--- src/rtl/display_scanner.sv ---
// display_scanner: scans one 32-bit debug word as 8 hex digits on a
// common-anode display. SCAN_LEADING_ZERO_BLANK_EN enables zero blanking.
module display_scanner #(
    parameter int REFRESH_DIV = 100000,
    parameter int BLANK       = 4
) (
    input  logic        Clk,
    input  logic        Reset,
    input  logic [31:0] displayV0,
    input  logic [31:0] displayV1,
    input  logic        BtnNext,
    output logic [7:0]  an,
    output logic [6:0]  seg,
    output logic        dp,
    output logic        Page
);

    localparam int DW = $clog2(REFRESH_DIV);
    localparam logic [DW-1:0] DIV_LAST = DW'(REFRESH_DIV - 1);

    logic [DW-1:0] div;
    logic [2:0]    idx;
    logic [31:0]   shadow;
    logic          s1, s2, s3;

    logic          slotEnd;
    logic          frameEnd;
    logic          btnRise;
    logic [3:0]    nibble;
    logic          blanking;
    logic          markDig;
    logic          digitOn;
    logic [7:0]    anNext;
    logic [6:0]    segNext;
    logic          dpNext;

    function automatic logic [6:0] hexSeg(input logic [3:0] n);
        logic [6:0] s;
        case (n)
            4'h0: s = 7'h40;
            4'h1: s = 7'h79;
            4'h2: s = 7'h24;
            4'h3: s = 7'h30;
            4'h4: s = 7'h19;
            4'h5: s = 7'h12;
            4'h6: s = 7'h02;
            4'h7: s = 7'h78;
            4'h8: s = 7'h00;
            4'h9: s = 7'h10;
            4'hA: s = 7'h08;
            4'hB: s = 7'h03;
            4'hC: s = 7'h46;
            4'hD: s = 7'h21;
            4'hE: s = 7'h06;
            default: s = 7'h0E;
        endcase
        return s;
    endfunction

    assign slotEnd  = (div == DIV_LAST);
    assign frameEnd = slotEnd && (idx == 3'd7);
    assign btnRise  = s2 & ~s3;

`ifdef SCAN_LEADING_ZERO_BLANK_EN
    logic [2:0] topNib;

    // Highest nonzero nibble of the frame word; 0 when the word is 0.
    always_comb begin
        topNib = 3'd0;
        for (int k = 1; k < 8; k++) begin
            if (shadow[4*k +: 4] != 4'h0) topNib = 3'(k);
        end
    end

    assign digitOn = (idx <= topNib);
`else
    assign digitOn = 1'b1;
`endif

    // Next-cycle drive for anodes, cathodes and decimal point.
    always_comb begin
        nibble   = shadow[{idx, 2'b00} +: 4];
        blanking = (int'(div) < BLANK);
        markDig  = (idx == 3'd7) && Page;
        anNext   = 8'hFF;
        segNext  = 7'h7F;
        if (digitOn) segNext = hexSeg(nibble);
        if (!blanking && (digitOn || markDig)) anNext[idx] = 1'b0;
        dpNext = ~(!blanking && markDig);
    end

    // Slot divider, digit index and per-frame snapshot.
    always_ff @(posedge Clk or negedge Reset) begin
        if (!Reset) begin
            div    <= '0;
            idx    <= 3'd0;
            shadow <= 32'd0;
        end else begin
            div <= slotEnd ? '0 : div + 1'b1;
            if (slotEnd) idx <= idx + 3'd1;
            if (frameEnd) shadow <= Page ? displayV1 : displayV0;
        end
    end

    // Button synchronizer and edge-triggered page toggle.
    always_ff @(posedge Clk or negedge Reset) begin
        if (!Reset) begin
            s1   <= 1'b0;
            s2   <= 1'b0;
            s3   <= 1'b0;
            Page <= 1'b0;
        end else begin
            s1 <= BtnNext;
            s2 <= s1;
            s3 <= s2;
            if (btnRise) Page <= ~Page;
        end
    end

    // Registered display outputs.
    always_ff @(posedge Clk or negedge Reset) begin
        if (!Reset) begin
            an  <= 8'hFF;
            seg <= 7'h7F;
            dp  <= 1'b1;
        end else begin
            an  <= anNext;
            seg <= segNext;
            dp  <= dpNext;
        end
    end

endmodule

--- config.mk ---
export PLATFORM = sky130hd
export DESIGN_NAME = display_scanner
export DESIGN_NICKNAME = d
export VERILOG_FILES = /design/src/rtl/display_scanner.sv
export SDC_FILE = /design/constraint.sdc
export NUM_CORES = 1
export LEC_CHECK = 0
export ABC_AREA = 0
export CORE_MARGIN = 8
export CORE_UTILIZATION = 45
export CTS_CLUSTER_SIZE = 10
export DETAILED_ROUTE_END_ITERATION = 7
export PLACE_DENSITY_LB_ADDON = 0.25
export SYNTH_ARGS = -nofsm -noshare
export SYNTH_HDL_FRONTEND = slang
export SYNTH_SLANG_ARGS = --single-unit
--- constraint.sdc ---
create_clock -name Clk -period 3.8 [get_ports Clk]
set_clock_uncertainty 0.15 [all_clocks]
set_input_delay 0.38 -clock Clk [delete_from_list [all_inputs] [get_ports Clk]]
set_output_delay 0.38 -clock Clk [all_outputs]
set_load 0.01 [all_outputs]
==> results.txt <==
The run finished with clean final reports. The floorplan step defined a die boundary enclosing 11200 um^2. The number of standard cells after synthesis came out at 316. At the pin with the least slew margin, the transition time is 0.991 ns. The first routing iteration left 99 violations. The area share of the leading cell type in the synthesized netlist was 38.5%; the number of input and output port buffers inserted was 83. The synthesized net count was 391; the core footprint was 7770 um^2. Setup repair after global routing left no endpoint under its margin. The die boundary height came out at 106 um. The final net count was 470.

The data required time of the critical path was 3.82 ns; the CTS H-tree depth was 3. The total standard cell area after synthesis was 3640 um^2; the total power density per cell area was 388 nW/um^2. Summed over all cells, the static leakage comes to 1.79 nW. The initial antenna violation count came out at 0. In this run, post-CTS hold repair placed 0 buffers. Each instance of the synthesized netlist takes up on average 11.5 um^2. Dividing the detail-routed via count by the number of cells gives 5.30. The pre-antenna-repair detailed-routing pass consisted of 4 iterations.

During I/O placement, the number of pins put on the boundary was 84. In this run, CTS created clock tree buffers numbering 9. In this run, synthesis produced a sequential element count of 72.

In the final timing run, aggregate negative setup slack is 0 ns. The class of the tightest hold or removal check is in -> async. The cell type contributing the most total cell area after synthesis is dfrtp_1.

The half-perimeter wire length of the detailed placement result came out at 5.78 mm. Final-report setup violation count: 0. Yosys attributes the largest share of cell area to dfrtp_1 (39%), dfstp_2 (12%), mux2i_1 (11%). Sequential cells were found to cover 50.1% of the synthesized design area. The fill cell instance count of the final layout was 649; the sum of overflow across all layers after global routing was 0.

Max-cap violations in this run came to 0. The run gives 0 as the max-slew violation count. The kind of end point of the critical path is a flip-flop. At the worst endpoint, the arrival time is 2.77 ns. The achievable clock frequency is 363 MHz, and the count of flip-flops with a built-in enable after synthesis is 0. Of the available clock period, the critical path in the final layout requires 72.4%. The CTS clock-pin slew for the worst setup and hold paths came out at 0.08 ns.

Kind of start point of the critical path: a flip-flop. In the final routed layout, each cell accounts on average for 15.3 um. VDD sags by at most 0.196 mV. The maximum buffer depth of the clock tree is 2, and the worst relative slew slack is 33.9%. The first-pass GRT wire length is 13.2 mm.

Total number of clock tree sinks: 72. The final cell count without fillers is 502. The final period demand of the worst path is 2.75 ns. In the final layout, the share of cells above drive strength 1 is 13.8%. Counting tap cells, the placed design contains a total of 486 instances. For the number of gates resized after CTS, the log shows 0. TritonCTS built the clock tree. The post-detailed-route count of antenna-violating nets is 0. The cell row count was 32; the antenna diode count was 0. The kind of critical path is reg -> reg.

The via count of the first global-routing pass came out at 2872. For this run, the total global-route usage over all layers was measured as 14.5%. Among all flip-flop cells after synthesis, the most frequent one is dfrtp_1.

The layout overhead on the synthesized area is 31.5%, and the async set-reset flop share out of synthesis is 100%. In this run the clock root is driven by a clkbuf_8. Counting instances in the post-synthesis netlist gives the leading cell types as dfrtp_1 (56), mux2i_1 (41), o21ai_0 (36), o21ai_1 (30), dfstp_2 (16).

Total power for the finished layout comes to 0.00186 W. For this run, design rule violations remaining after detail routing come to 0. For the final hold violation count, the log shows 0.

The initial utilization of the core area, before any placement, comes to 46.8%. The worst-skew pair later-pin latency is 0.34 ns. The horizontal die dimension works out to 106 um.

The worst-path maximum fanout is 33, and the final core utilization is 61.5%. The total number of vias is 2659, and the total number of yosys warnings is 0. After detailed routing, the total wire length is 7.69 mm. Yosys instantiated no cell more often than dfrtp_1. Entering global routing, the biggest net connects 45 pins. The congestion estimate from routability-driven global placement came to 0.824. Buffers added to address setup during post-CTS repair amount to 0. The tools report the post-synthesis cell type count as 44.
-- area by class of cell --
class	count	area (um^2)	share of cell area [%]
clock buffers	11	151	3.17
clock inverters	5	103	2.15
inverters	7	26.3	0.550
multi-input cells	217	1690	35.3
flip-flops and latches	72	1820	38.1
well taps	102	128	2.67
repair buffers	88	863	18.1
-- cell usage in the layout (no fill, tap or decap), types with 3 or more instances in the layout --
| cell type | n |
|---|---|
| buf_4 | 5 |
| bufinv_16 | 3 |
| clkbuf_8 | 11 |
| clkdlybuf4s50_1 | 82 |
| dfrtp_1 | 55 |
| dfstp_2 | 16 |
| ha_1 | 8 |
| inv_1 | 7 |
| mux2i_1 | 41 |
| mux4_1 | 5 |
| mux4_2 | 3 |
| nand2_1 | 14 |
| nand3_1 | 9 |
| nand4_1 | 5 |
| nor2_1 | 10 |
| nor3_1 | 5 |
| nor3b_1 | 3 |
| o21ai_0 | 36 |
| o21ai_1 | 30 |
| or3_1 | 3 |
| xnor2_1 | 12 |
| xor2_1 | 4 |
-- cell families after synthesis --
family          share of synthesized area, %
fa+ha+maj                               2.75
xor+xnor                                3.85
simple gates                            10.3
mux                                     18.6
flops                                   50.1
compound gates                          10.9
buf+inv                                 3.51
-- layer usage --
layer | vias up | part of all wire, % | track usage (%)
met5 | - | 0 | 0
met4 | 0 | 1.8 | 6.63
met3 | 9 | 6.2 | 4.23
met2 | 88 | 50 | 23.7
met1 | 1264 | 42 | 17.3
li1 | 1298 | - | -
-- final timing paths --
check                      startpoint  cells after the start          to  slack (ns)
hold / removal                  Reset                      1          s1        0.03
min in group Clk                   s1                      0          s2        0.21
max in group asynchronous       Reset                      2      seg[6]        2.53
setup / recovery               idx[1]                      6  shadow[10]        1.05
hold reg to reg                    s1                      0          s2        0.21
setup reg to reg               idx[1]                      6  shadow[10]        1.05
-- flip-flops by register name, indices dropped and copies added, names as in the netlist --
register / flops
an: 8
s1: 1
Page: 1
s3: 1
s2: 1
div: 17
idx: 3
shadow: 32
dp: 1
seg: 7
-- critical path: stages, from the launching register on --
cell and delay [ns]:
dfrtp_1 0.57, ha_1 0.28, ha_1 0.19, inv_1 0.06, buf_4 0.26, or2_1 0.81, o21ai_0 0.25
-- through the flow --
stage / setup WS, ns / cell area (um^2) / hold WS, ns
after global routing: 0.790 / 4780 / 0.106
after detailed placement: 1.04 / 4530 / 0.192
after floorplan: 1.53 / 3640 / -0.0656
after CTS: 0.990 / 4780 / 0.0510
after global placement: 1.13 / 4530 / 0.183
final: 1.05 / 4780 / 0.0314
-- power breakdown --
group          switching [W]  internal [W]  total (W)  leakage, nW
clock network       0.000276      0.000471   0.000747        0.126
registers         0.00000295      0.000775   0.000778        0.758
logic               0.000153      0.000177   0.000331        0.902
total               0.000432       0.00142    0.00186         1.79
(Power assumes the default switching activity.)
